## src/rtl/mux4_arb_pkg.sv

```systemverilog
// Shared types, sizes and helpers for the mux4 round-robin arbiter.
package mux4_arb_pkg;

    localparam int NUM_REQ = 4;
    localparam int SEL_W   = 2;
    localparam int HOLD_W  = 8;

    typedef enum logic {
        IDLE,
        GRANT
    } arb_state_t;

    function automatic logic [NUM_REQ-1:0] onehot(input logic [SEL_W-1:0] idx);
        return NUM_REQ'(1) << idx;
    endfunction

endpackage

```

## src/rtl/mux4_rr_pick.sv

```systemverilog
// Combinational round-robin search: first set bit of (req & mask) scanning
// upward from ptr, wrapping 3->0.
module rr_pick
    import mux4_arb_pkg::*;
(
    input  logic [NUM_REQ-1:0] req,
    input  logic [NUM_REQ-1:0] mask,
    input  logic [SEL_W-1:0]   ptr,
    output logic               found,
    output logic [SEL_W-1:0]   idx
);

    logic [NUM_REQ-1:0] masked;
    logic [SEL_W-1:0]   cand;

    assign masked = req & mask;

    // NOTE: every signal written in always_comb gets a default first so no latch is inferred.
    always_comb begin
        found = 1'b0;
        idx   = '0;
        cand  = '0;
        // Scan from the farthest offset down so the nearest hit to ptr wins.
        for (int i = NUM_REQ - 1; i >= 0; i--) begin
            cand = ptr + SEL_W'(i);
            if (masked[cand]) begin
                found = 1'b1;
                idx   = cand;
            end
        end
    end

endmodule

```

## src/rtl/mux4_rr_arbiter.sv

```systemverilog
// Round-robin arbiter driving the select of a shared 4->1 mux, with a hold limit.
// Build option MUX4_ARB_PRIO_EN: source 0 wins every arbitration point it takes part in.
module mux4_rr_arbiter
    import mux4_arb_pkg::*;
#(
    parameter int unsigned MAX_HOLD = 8
) (
    input  logic               clk,
    input  logic               rst,
    input  logic [NUM_REQ-1:0] req,
    output logic [NUM_REQ-1:0] grant,
    output logic [SEL_W-1:0]   sel,
    output logic               valid
);

    localparam logic [HOLD_W-1:0] HOLD_LIMIT = HOLD_W'(MAX_HOLD - 1);

    arb_state_t         state, state_nxt;
    logic [SEL_W-1:0]   ptr, ptr_nxt;
    logic [HOLD_W-1:0]  hold_cnt, hold_nxt;
    logic [NUM_REQ-1:0] grant_nxt;
    logic [SEL_W-1:0]   sel_nxt;

    logic [NUM_REQ-1:0] pick_mask;
    logic               pick_found;
    logic [SEL_W-1:0]   pick_idx;
    logic [SEL_W-1:0]   winner;
    logic               take;
    logic               go_idle;

    // While granted, the owner is excluded so the search only sees contenders.
    assign pick_mask = (state == GRANT) ? ~onehot(sel) : '1;

    rr_pick u_pick (
        .req   (req),
        .mask  (pick_mask),
        .ptr   (ptr),
        .found (pick_found),
        .idx   (pick_idx)
    );

`ifdef MUX4_ARB_PRIO_EN
    assign winner = (req[0] && pick_mask[0]) ? '0 : pick_idx;
`else
    assign winner = pick_idx;
`endif

    // NOTE: sequential state uses non-blocking assignments so all registers update together.
    always_ff @(posedge clk) begin
        if (rst) begin
            state    <= IDLE;
            ptr      <= '0;
            hold_cnt <= '0;
            grant    <= '0;
            sel      <= '0;
        end else begin
            state    <= state_nxt;
            ptr      <= ptr_nxt;
            hold_cnt <= hold_nxt;
            grant    <= grant_nxt;
            sel      <= sel_nxt;
        end
    end

    always_comb begin
        state_nxt = state;
        ptr_nxt   = ptr;
        hold_nxt  = hold_cnt;
        grant_nxt = grant;
        sel_nxt   = sel;
        take      = 1'b0;
        go_idle   = 1'b0;

        case (state)
            IDLE: take = pick_found;
            GRANT: begin
                if (!req[sel]) begin
                    take    = pick_found;
                    go_idle = !pick_found;
                end else begin
                    take = pick_found && (hold_cnt == HOLD_LIMIT);
                end
            end
            default: go_idle = 1'b1;
        endcase

        if (take) begin
            state_nxt = GRANT;
            grant_nxt = onehot(winner);
            sel_nxt   = winner;
            ptr_nxt   = winner + SEL_W'(1);
            hold_nxt  = '0;
        end else if (go_idle) begin
            state_nxt = IDLE;
            grant_nxt = '0;
            hold_nxt  = '0;
        end else if (state == GRANT && hold_cnt != HOLD_LIMIT) begin
            hold_nxt = hold_cnt + HOLD_W'(1);
        end
    end

    always_comb begin
        valid = |grant;
    end

endmodule

```

## config.mk

```make
export PLATFORM = sky130hd
export DESIGN_NAME = mux4_rr_arbiter
export DESIGN_NICKNAME = d
export VERILOG_FILES = /design/src/rtl/mux4_arb_pkg.sv /design/src/rtl/mux4_rr_pick.sv /design/src/rtl/mux4_rr_arbiter.sv
export SDC_FILE = /design/constraint.sdc
export NUM_CORES = 1
export LEC_CHECK = 0
export CAP_MARGIN = 10
export CORE_MARGIN = 8
export CORE_UTILIZATION = 35
export DETAILED_ROUTE_END_ITERATION = 10
export GPL_TIMING_DRIVEN = 0
export PLACE_DENSITY = 0.53
export SLEW_MARGIN = 10
export SYNTH_ARGS = -nofsm -noshare
export SYNTH_HDL_FRONTEND = slang
export SYNTH_SLANG_ARGS = --single-unit
```

## constraint.sdc

```tcl
create_clock -name clk -period 2.3 [get_ports clk]
set_input_delay 0.23 -clock clk [delete_from_list [all_inputs] [get_ports clk]]
set_output_delay 0.23 -clock clk [all_outputs]
set_load 0.1 [all_outputs]
```

; ---- Word-level counts from Yosys, hierarchy flattened
; Cells that the tools add are included.
[op_classes]
add_sub_neg = 5
order_cmp = 5
eq_ne = 2
shift = 2
muxes = 27
bitwise_logic = 3
reduce_logical = 6
[op_table]
columns = op, count
row1 = $lt A2 B3 Y1 const B, 5
row2 = $mux W1, 14
row3 = $mux W4, 3
row4 = $bmux W1 S2, 5
row5 = $add A8 B1 Y8 const B, 1
row6 = $eq A8 B3 Y1 const B, 1
row7 = $mux W2, 4
row8 = $ne A8 B3 Y1 const B, 1
row9 = $shl A1 B2 Y4 const A, 2
row10 = $add A2 B1 Y2 const B, 2
row11 = $add A2 B2 Y2 const B, 2
row12 = $and A4 B4 Y4, 1
row13 = $not A4 Y4, 1
row14 = $reduce_or A4 Y1, 1
row15 = $reduce_or A3 Y1, 1
row16 = $logic_and A1 B1 Y1, 2
row17 = $pmux W1 S2, 1
row18 = $reduce_bool A2 Y1, 1
row19 = $logic_not A1 Y1, 1
row20 = $not A1 Y1, 1
[totals]
reg_bits = 17
inputBits = 6
output_inout_bits = 7
wordCells = 55

; ---- Depth between registers and ports, before layout
; Gate-level depths: netlist of run 1.
[logic_depth]
ltp_word = 15
depth_mapped = 9
depth_no_buf = 8

; ---- Modules after synthesis
; From an unflattened synthesis of run 1, not the netlist that was laid out.
[hier_totals]
cells_unflattened = 105
hier_area_um2 = 968.4
[modules_own_cells]
columns = mod, instances, cells_per_inst, area_per_inst_um2, seq_area_each_um2
row1 = mux4_rr_arbiter, 1, 89, 870.8, 340.3
row2 = rr_pick, 1, 16, 97.6, 0.0

; ---- Worst setup path after synthesis of run 1
; OpenSTA, ideal clock, no wires.
[synth_timing]
kind = reg-to-reg
from = register sel[0]
to = register ptr[1]
setup_time_ns = 0.115
arrival_ns = 2.700
t_required_ns = 2.185
slack_ns = -0.516
path_stages_with_launch = 10
n_path_buf = 1
period_less_slack_ns = 2.816
path_cell_list = dfxtp_1 -> buf_2 -> nand3b_1 -> and2_1 -> o221a_2 -> a32oi_1 -> inv_1 -> ha_1 -> mux2i_1 -> nor2_1
[synth_via]
word_cells_on_any_way = 26
classes_between = 1 x add/sub / 1 x shift / 21 x mux / 2 x bitwise / 1 x reduce/logical
[synth_rtl]
columns = element, line
row1 = start: declaration, mux4_rr_arbiter.sv:12  ; output logic [SEL_W-1:0] sel,
row2 = start signal: assignment, mux4_rr_arbiter.sv:61  ; sel <= sel_nxt;
row3 = $shl A1 B2 Y4 *, mux4_arb_pkg.sv:14  ; return NUM_REQ'(1) << idx;
row4 = $not A4 Y4 *, mux4_rr_arbiter.sv:32  ; assign pick_mask = (state == GRANT) ? ~onehot(sel) : '1;
row5 = $mux W4 *, mux4_rr_arbiter.sv:32
row6 = $and A4 B4 Y4 *, mux4_rr_pick.sv:16  ; assign masked = req & mask;
row7 = $bmux W1 S2, mux4_rr_pick.sv:26  ; if (masked[cand]) begin
row8 = $mux W1 (not written as such), mux4_rr_pick.sv:26
row9 = $mux W2 (3 in series), mux4_rr_pick.sv:26
row10 = $mux W2 *, mux4_rr_pick.sv:26
row11 = net pick_idx[0], mux4_rr_arbiter.sv:26  ; logic [SEL_W-1:0] pick_idx;
row12 = $add A2 B1 Y2 *, mux4_rr_arbiter.sv:91  ; ptr_nxt = winner + SEL_W'(1);
row13 = end signal: assignment, mux4_rr_arbiter.sv:58  ; ptr <= ptr_nxt;
row14 = end: declaration, mux4_rr_arbiter.sv:19  ; logic [SEL_W-1:0] ptr, ptr_nxt;
; Mark *: on every way through the listed nets, which the timed path passes. The rest lies on a longest branch. The select of a mux whose other input is x is not followed.
; A chain may end at the register's enable or synchronous reset.

; ---- Worst setup path in the final report of run 1
[layout_timing]
from = register state
to = register ptr[1]
[layout_via]
word_cells_on_any_way = 23
classes_between = 1 x add/sub / 19 x mux / 2 x bitwise / 1 x reduce/logical
[layout_rtl]
columns = element, line
row1 = start: declaration, mux4_rr_arbiter.sv:18  ; arb_state_t state, state_nxt;
row2 = start signal: assignment, mux4_rr_arbiter.sv:57  ; state <= state_nxt;
row3 = $mux W4 *, mux4_rr_arbiter.sv:32
row4 = $and A4 B4 Y4 *, mux4_rr_pick.sv:16
row5 = $bmux W1 S2, mux4_rr_pick.sv:26
row6 = $mux W1 (not written as such), mux4_rr_pick.sv:26
row7 = $mux W2 (3 in series), mux4_rr_pick.sv:26
row8 = $mux W2 *, mux4_rr_pick.sv:26
row9 = net pick_idx[0], mux4_rr_arbiter.sv:26
row10 = $add A2 B1 Y2 *, mux4_rr_arbiter.sv:91
; Marked as above.

==> impl_metrics.ini, run 1 <==
[outcome]
outcome = finished, final reports clean

[drt]
wl_per_cell_um = 15.0
wl_met1_um = 1240
ant_nets = 0
drc = 0
top_layer = met4
vias = 908
routed-wl-met2_um = 1000
viasPerCell = 5.64
dr_wl_met3_um = 143
drt-total-wl_um = 2420
dr.pass1.iters = 4
drt_iter0_drc = 74

[floorplan]
die_x_um = 70.6
core_area_um2 = 2950
die_h_um = 70.6
die_area_um2 = 4980
num_rows = 20
io_pins = 13
start_util_pct = 35.3

[cells_and_area]
diodes = 0
fin_nets = 140
utilization_pct = 42.5
area_growth_pct = 20.3
design_area_um2 = 1250
drive_gt1_share_pct = 14.8
fillers = 316

[sta]
max_slew_margin_pct = 34.7
maxSlewViolCount = 0
min_period_ps = 2130
hold_violations = 0
fin_skew_ps = 4.71
setup_ws_ps = 168
fmax_mhz = 469
report.final.setup_viol = 0
min_period_over_period_pct = 92.7
worst_pin_slew_ps = 976
finalSetupTns_ps = 0

[worst_setup_path]
worstPathRequired_ps = 2490
cp_slowest_cell = dfxtp_1
ff2ff_path_depth = 9
critical_path.top_delay_family = compound AO/OA/AOI/OAI gates
critical_path_class = flip-flop to flip-flop
r2r_setup_slack_ps = 170
reg2reg_to = ptr[1]
cp_data_arrival_time_ps = 2320
start_kind = flip-flop
critPathMaxFanout = 10
crit_buf_inv = 2
worstReg2RegStart = state
crit_chain = clkbuf_4 > nand3b_1 > and2_1 > o221a_2 > a32oi_4 > inv_1 > ha_1 > mux2i_1 > nor2_1
critPathMaxStageDelay_ps = 320
endpoint_kind = flip-flop

[global_route]
antenna_found_initial = 0
grt.total_usage_pct = 9.58
grt_max_degree = 11
grt_overflow = 0
grt_pass1_wl_um = 3910
grt_pass1_vias = 854

[hold_path]
hold_end = sel[1]
hold_path.class = input port to flip-flop
worstHoldStart = rst
hold_depth = 2

[synthesis]
synth_warnings = 0
synth-main-ff-cell = dfxtp_1
synth_xor_xnor_area_share_pct = 5.88
avgSynthCellArea_um2 = 9.22
synth_cell_types = 41
ys_seq_area_share_pct = 32.7
synth_nets = 124
synth_fa_ha_area_share_pct = 6.00
syn_area_um2 = 1040
synth_compound_area_share_pct = 24.0
synth-async-reset-ratio_pct = 0
yosys.area_share.simple_pct = 21.0
synth-edff-count = 0
yosys-mux-area-fraction_pct = 6.12
synth_top_family_by_area = compound AO/OA/AOI/OAI gates
netlist_instances = 113
ys_ff_latch = 17

[clock_network]
clk_latency_ps = 290
numCtsBuffers = 3
clock_sinks = 17
cts-root-buf = clkbuf_4
cts_tree = yes
h-tree-depth = 1
clock_path_buffers = 2
cts.reportedPaths.clkPinSlew_ps = 100

[placement]
hpwl_um = 1750
placed_area_um2 = 1210
io_buffers = 11
place.gp.congestion = 0.829
post-place-ws_ps = 7.12

[power]
power.internal_uw = 634
p_sw_share_pct = 50.1
design_power_total_uw = 1270
pwr-share-comb_pct = 55.0
p_per_area_nw_per_um2 = 1010
p_sw_uw = 638
peakVddDrop_v = 0.000781
pwr-share-seq_pct = 32.2
power_frac_clock_pct = 12.8
p_leak_uw = 0.000466

[flow_run]
cap_viol_max_count = 0
-- sequential cells by signal (all words and copies together), names as in the netlist --
| register | count |
|---|---|
| sel | 2 |
| hold_cnt | 8 |
| grant | 4 |
| ptr | 2 |
| state | 1 |
-- cells in the mapped netlist (2+ instances only) --
| library cell | n | share of area (%) |
|---|---|---|
| dfxtp_1 | 17 | 33 |
| nor2_1 | 16 | 5.8 |
| a32oi_1 | 6 | 5.0 |
| nand3_1 | 6 | 2.9 |
| ha_1 | 5 | 6.0 |
| inv_1 | 5 | 1.8 |
| xnor2_1 | 5 | 4.2 |
| nand2_1 | 4 | 1.4 |
| nand2b_1 | 4 | 2.4 |
| and2_1 | 3 | 1.8 |
| buf_2 | 3 | 1.4 |
| mux2i_1 | 3 | 2.9 |
| nand3b_1 | 3 | 2.2 |
| a21oi_1 | 2 | 0.96 |
| nand4_1 | 2 | 1.2 |
| o211ai_1 | 2 | 1.4 |
| o21ai_1 | 2 | 0.96 |
| xor2_1 | 2 | 1.7 |
-- area by class of cell --
| cell class | count | area (µm²) | area share [%] |
|---|---|---|---|
| buffer | 3 | 23.8 | 1.90 |
| clock buffer | 3 | 22.5 | 1.80 |
| clock inverter | 1 | 5.00 | 0.399 |
| inverter | 5 | 18.8 | 1.50 |
| multi-input combinational | 87 | 681 | 54.3 |
| sequential | 17 | 345 | 27.5 |
| tap | 33 | 41.3 | 3.29 |
| timing repair buffer | 12 | 116 | 9.28 |
-- cells in the final DEF (no fill, tap or decap), types with 2 or more instances in the layout --
cell type        Yosys  routed
nand2_1              4       4
a21oi_1              2       2
ha_1                 5       5
a32oi_1              6       5
dfxtp_1             17      15
nand2b_1             4       4
o211ai_1             2       2
o21ai_1              2       2
xor2_1               2       2
mux2i_1              3       3
nand3_1              6       6
and2_1               3       3
clkbuf_4             0       4
nor2_1              16      16
inv_1                5       5
xnor2_1              5       5
nand4_1              2       2
nand3b_1             3       3
clkdlybuf4s50_1      0      10
-- cells by family after synthesis --
logic type      Yosys count
fa+ha+maj                 5
mux                       5
compound gates           28
flops                    17
buf+inv                   9
xor+xnor                  7
simple gates             42
-- timing repair --
action	in CTS	in global routing
hold buffers	0	0
endpoints found under the setup margin	1	1
resized for setup	1	4
setup buffers	0	1
pin swaps	0	1
-- stage by stage --
step                instances  hold WS [ps]
floorplan                 113           458
global placement          157           501
detailed placement        157           502
CTS                       161           179
global route              161           205
finish                    161           188
-- per-layer routing --
metal  vias to the layer above  GRT usage, %
met2                        25          13.9
li1                        452             -
met1                       427          12.5
met4                         0          4.85
met5                         -             0
met3                         4          2.68
-- power groups by stage --
stage                     registers [µW]  logic, µW  clock network, µW
after floorplan                      564        377                  0
after global placement               398        695                  0
after detailed placement             397        691                  0
after CTS                            391        689                172
after global routing                 417        746                181
final                                410        700                163
-- how the worst max path moves through the flow --
stage | startpoint | endpoint | cells past startpoint
2_1_floorplan | sel[0] | ptr[1] | 9
3_3_place_gp | req[3] | ptr[1] | 9
3_5_place_dp | req[3] | ptr[1] | 9
4_1_cts | sel[0] | ptr[1] | 9
5_1_grt | state | ptr[1] | 9
6_report | state | ptr[1] | 9
-- worst reg2reg max path, cell delays in order, from the launching register on --
cell and delay, ps:
dfxtp_1 320, clkbuf_4 190, nand3b_1 170, and2_1 210, o221a_2 290, a32oi_4 250, inv_1 110, ha_1 300
mux2i_1 130, nor2_1 50
No activity file was read; power rests on OpenSTA's default activity.
==> inputs of run 2 (changes only) <==
--- a/config.mk
+++ b/config.mk
@@ -11,6 +11,7 @@
 export DETAILED_ROUTE_END_ITERATION = 10
 export GPL_TIMING_DRIVEN = 0
 export PLACE_DENSITY = 0.53
+export SKIP_CTS_REPAIR_TIMING = 1
 export SLEW_MARGIN = 10
 export SYNTH_ARGS = -nofsm -noshare
 export SYNTH_HDL_FRONTEND = slang
==> run 2 against run 1 <==
Sequential power about the same. Critical endpoint unchanged. Maximum frequency unchanged. Final cell count unchanged. Critical path type unchanged. Die area unchanged. Worst setup slack unchanged.
==> impl_metrics.ini, run 2 (same netlist as run 1, synthesis figures left out) <==
[global_route]
grt_pass1_vias = 854
grt_overflow = 0
antenna_found_initial = 0
grt.total_usage_pct = 9.58
grt_max_degree = 11
grt_pass1_wl_um = 3910

[floorplan]
start_util_pct = 35.3
num_rows = 20
die_x_um = 70.6
io_pins = 13
die_area_um2 = 4980
die_h_um = 70.6
core_area_um2 = 2950

[worst_setup_path]
ff2ff_path_depth = 9
endpoint_kind = flip-flop
worstPathRequired_ps = 2490
critical_path_class = flip-flop to flip-flop
cp_data_arrival_time_ps = 2320
critPathMaxFanout = 10
start_kind = flip-flop

[sta]
maxSlewViolCount = 0
report.final.setup_viol = 0
hold_violations = 0
fmax_mhz = 469
min_period_ps = 2130
worst_pin_slew_ps = 976
setup_ws_ps = 168
max_slew_margin_pct = 34.7
min_period_over_period_pct = 92.7
finalSetupTns_ps = 0
fin_skew_ps = 4.71

[placement]
io_buffers = 11
place.gp.congestion = 0.829
post-place-ws_ps = 7.12
hpwl_um = 1750

[clock_network]
cts_tree = yes
cts-root-buf = clkbuf_4
clk_latency_ps = 290
numCtsBuffers = 3
clock_path_buffers = 2
clock_sinks = 17
cts.reportedPaths.clkPinSlew_ps = 100
h-tree-depth = 1

[cells_and_area]
top_regs = hold_cnt (8), grant (4)
drive_gt1_share_pct = 14.8
utilization_pct = 42.6
top_register = hold_cnt
layout_commonest_cell = nor2_1
largest_reg_flops = 8
fin_nets = 140
final_cell_mix = nor2_1 (16), dfxtp_1 (15), clkdlybuf4s50_1 (10), nand3_1 (6)
diodes = 0
area_growth_pct = 20.6

[flow_run]
cap_viol_max_count = 0

[drt]
viasPerCell = 5.64
drt-total-wl_um = 2420
wl_per_cell_um = 15.0
vias = 908
drt_iter0_drc = 74
dr.pass1.iters = 4
drc = 0
ant_nets = 0

[power]
p_per_area_nw_per_um2 = 1020
design_power_total_uw = 1280
p_leak_uw = 0.000475
peakVddDrop_v = 0.000784

[hold_path]
hold_depth = 2
hold_path.class = input port to flip-flop

[outcome]
outcome = finished, final reports clean
-- run 2: routing by layer --
layer / GRT usage, % / up-vias / share of wire, %
li1: - / 452 / -
met1: 12.5 / 427 / 51
met2: 13.9 / 25 / 41
met3: 2.68 / 4 / 5.9
met4: 4.85 / 0 / 1.4
met5: 0 / - / 0
-- run 2: report_power, final --
group          switching (µW)  total, µW  internal [µW]
sequential               69.0        410            341
clock                    97.9        163           64.7
combinational             471        707            236
total                     638       1280            641
-- run 2: worst max-delay path: stages, from the launching register on --
cell      delay (ps)
dfxtp_1          320
clkbuf_4         190
nand3b_1         170
and2_1           210
o221a_2          290
a32oi_4          250
inv_1            110
ha_1             300
mux2i_1          130
nor2_1            50
-- run 2: layout make-up --
class	count	area (µm²)
fillers	315	1700
multi-input cells	87	681
flip-flops and latches	17	345
repair buffers	12	120
well taps	33	41.3
plain buffers	3	23.8
clock buffers	3	22.5
inverters	5	18.8
clock inverters	1	5.00
-- run 2: worst paths after layout --
path	from	endpoint	slack (ps)
worst max-delay path	state	ptr[1]	170
worst min-delay path	rst	sel[1]	190
worst max register to register	state	ptr[1]	170
worst min register to register	sel[1]	sel[1]	540
-- run 2: stage by stage --
step                hold slack (ps)  std cells  area (µm²)
global placement                501        157        1210
CTS                             179        161        1230
detailed placement              502        157        1210
global route                    205        161        1260
floorplan                       458        113        1050
finish                          188        161        1260
==> inputs of run 3 (changes only) <==
--- a/config.mk
+++ b/config.mk
@@ -6,8 +6,9 @@
 export NUM_CORES = 1
 export LEC_CHECK = 0
 export CAP_MARGIN = 10
-export CORE_MARGIN = 8
+export CORE_MARGIN = 5
 export CORE_UTILIZATION = 35
+export CTS_CLUSTER_DIAMETER = 100
 export DETAILED_ROUTE_END_ITERATION = 10
 export GPL_TIMING_DRIVEN = 0
 export PLACE_DENSITY = 0.53
==> run 3 against run 2 <==
Utilization rose by 2.5 points. Sequential share of layout area is 0.16 points lower. Final cell count is the same. Largest power group unchanged. Die area shrank 16%. Sequential power is 1% lower. Power is 2.7% higher. Critical path depth unchanged. Highest routed layer unchanged. Largest cell class unchanged.
==> impl_metrics.ini, run 3 (same netlist as run 1, synthesis figures left out) <==
[outcome]
outcome = finished, final reports clean

[worst_setup_path]
reg2reg_to = ptr[1]
endpoint_kind = flip-flop
critical_path.top_delay_family = compound AO/OA/AOI/OAI gates
worstReg2RegStart = state
ff2ff_path_depth = 9
worstPathRequired_ps = 2490
critPathMaxFanout = 10
critPathMaxStageDelay_ps = 320
startpoint = state
cp_slowest_cell = dfxtp_1
cp_data_arrival_time_ps = 2370
crit_chain = clkbuf_4 > nand3b_1 > and2_1 > o221a_2 > a32oi_4 > inv_1 > ha_1 > mux2i_1 > nor2_1
crit_buf_inv = 2
start_kind = flip-flop
critical_path_class = flip-flop to flip-flop
critical_path_depth = 9
r2r_setup_slack_ps = 130
endpoint = ptr[1]

[clock_network]
cts.reportedPaths.clkPinSlew_ps = 100
clock_path_buffers = 2
cts-root-buf = clkbuf_4
clk_latency_ps = 290
cts_tree = yes
clock_sinks = 17
h-tree-depth = 1
numCtsBuffers = 3

[power]
peakVddDrop_v = 0.00100
p_leak_uw = 0.000483
p_per_area_nw_per_um2 = 1040

[floorplan]
io_pins = 13
die_h_um = 64.6
die_x_um = 64.6
core_area_um2 = 2810
die_area_um2 = 4170
num_rows = 19
start_util_pct = 37.2

[sta]
hold_violations = 0
min_period_over_period_pct = 94.5
worst_pin_slew_ps = 975
report.final.setup_viol = 0
max_slew_margin_pct = 34.8
min_period_ps = 2170
fmax_mhz = 460
fin_skew_ps = 4.91
maxSlewViolCount = 0
finalSetupTns_ps = 0

[drt]
vias = 933
drt-total-wl_um = 2390
dr.pass1.iters = 5
drc = 0
drt_iter0_drc = 50
wl_per_cell_um = 14.8
viasPerCell = 5.80
ant_nets = 0

[cells_and_area]
top_register = hold_cnt
drive_gt1_share_pct = 15.4
fillers = 286
layout_commonest_cell = nor2_1
final_cell_mix = nor2_1 (16), dfxtp_1 (15), clkdlybuf4s50_1 (10), nand3_1 (6)
diodes = 0
finalNonFillerCells = 161
design_area_um2 = 1260
top_regs = hold_cnt (8), grant (4)
seqCellArea_um2 = 345
multi_input_area_um2 = 676
fin_nets = 142
area_growth_pct = 21.4
largest_reg_flops = 8

[placement]
io_buffers = 11
hpwl_um = 1750
placed_cells = 155
placed_area_um2 = 1200
place.gp.congestion = 0.807

[flow_run]
cap_viol_max_count = 0

[global_route]
grt_pass1_wl_um = 3820
grt.total_usage_pct = 11.7
antenna_found_initial = 0
grt_pass1_vias = 786
grt_overflow = 0
grt_max_degree = 11

[hold_path]
hold_path.class = input port to flip-flop
## run 3: worst reg2reg max path: stages, from the launching register on
cell and delay, ps:
dfxtp_1 320, clkbuf_4 190, nand3b_1 160, and2_1 220, o221a_2 290, a32oi_4 280
inv_1 110, ha_1 320, mux2i_1 130, nor2_1 50
## run 3: layout make-up
type,count,area share [%]
Multi-Input combinational cell,87,53.4
Timing Repair Buffer,14,10.7
Inverter,5,1.48
Sequential cell,17,27.3
Clock buffer,3,1.78
Buffer,3,1.88
Clock inverter,1,0.396
Tap cell,31,3.07
## run 3: per-layer routing
layer	global-route usage (%)	part of all wire (%)	vias to the layer above
met5	0	0	-
met4	3.17	0.50	0
met3	5.01	6.5	2
met2	18.4	49	24
met1	14.8	44	447
li1	-	-	460
## run 3: stage by stage
step	util [%]	hold WS, ps	worst slack [ps]	total power (µW)
final	45.1	194	126	1310
after global routing	45.1	176	-4.51	1380
after CTS	43.9	180	-75.6	1270
after detailed placement	42.9	503	-34.8	1090
after global placement	42.9	495	13.9	1090
after floorplan	-	458	71.6	941
## run 3: how the worst min path moves through the flow
stage	from	to	slack (ps)	cells after the start
after floorplan	rst	sel[1]	460	2
after global placement	rst	sel[1]	500	2
after detailed placement	rst	sel[1]	500	2
after CTS	rst	sel[1]	180	2
after global routing	rst	sel[1]	180	2
final	rst	sel[1]	190	2
## run 3: report_power, final
part	internal, µW	total (µW)	switching [µW]	leakage [µW]
logic	263	747	484	0.000326
registers	341	404	63.5	0.000140
clock network	64.7	162	96.9	0.0000177
total	669	1310	644	0.000483
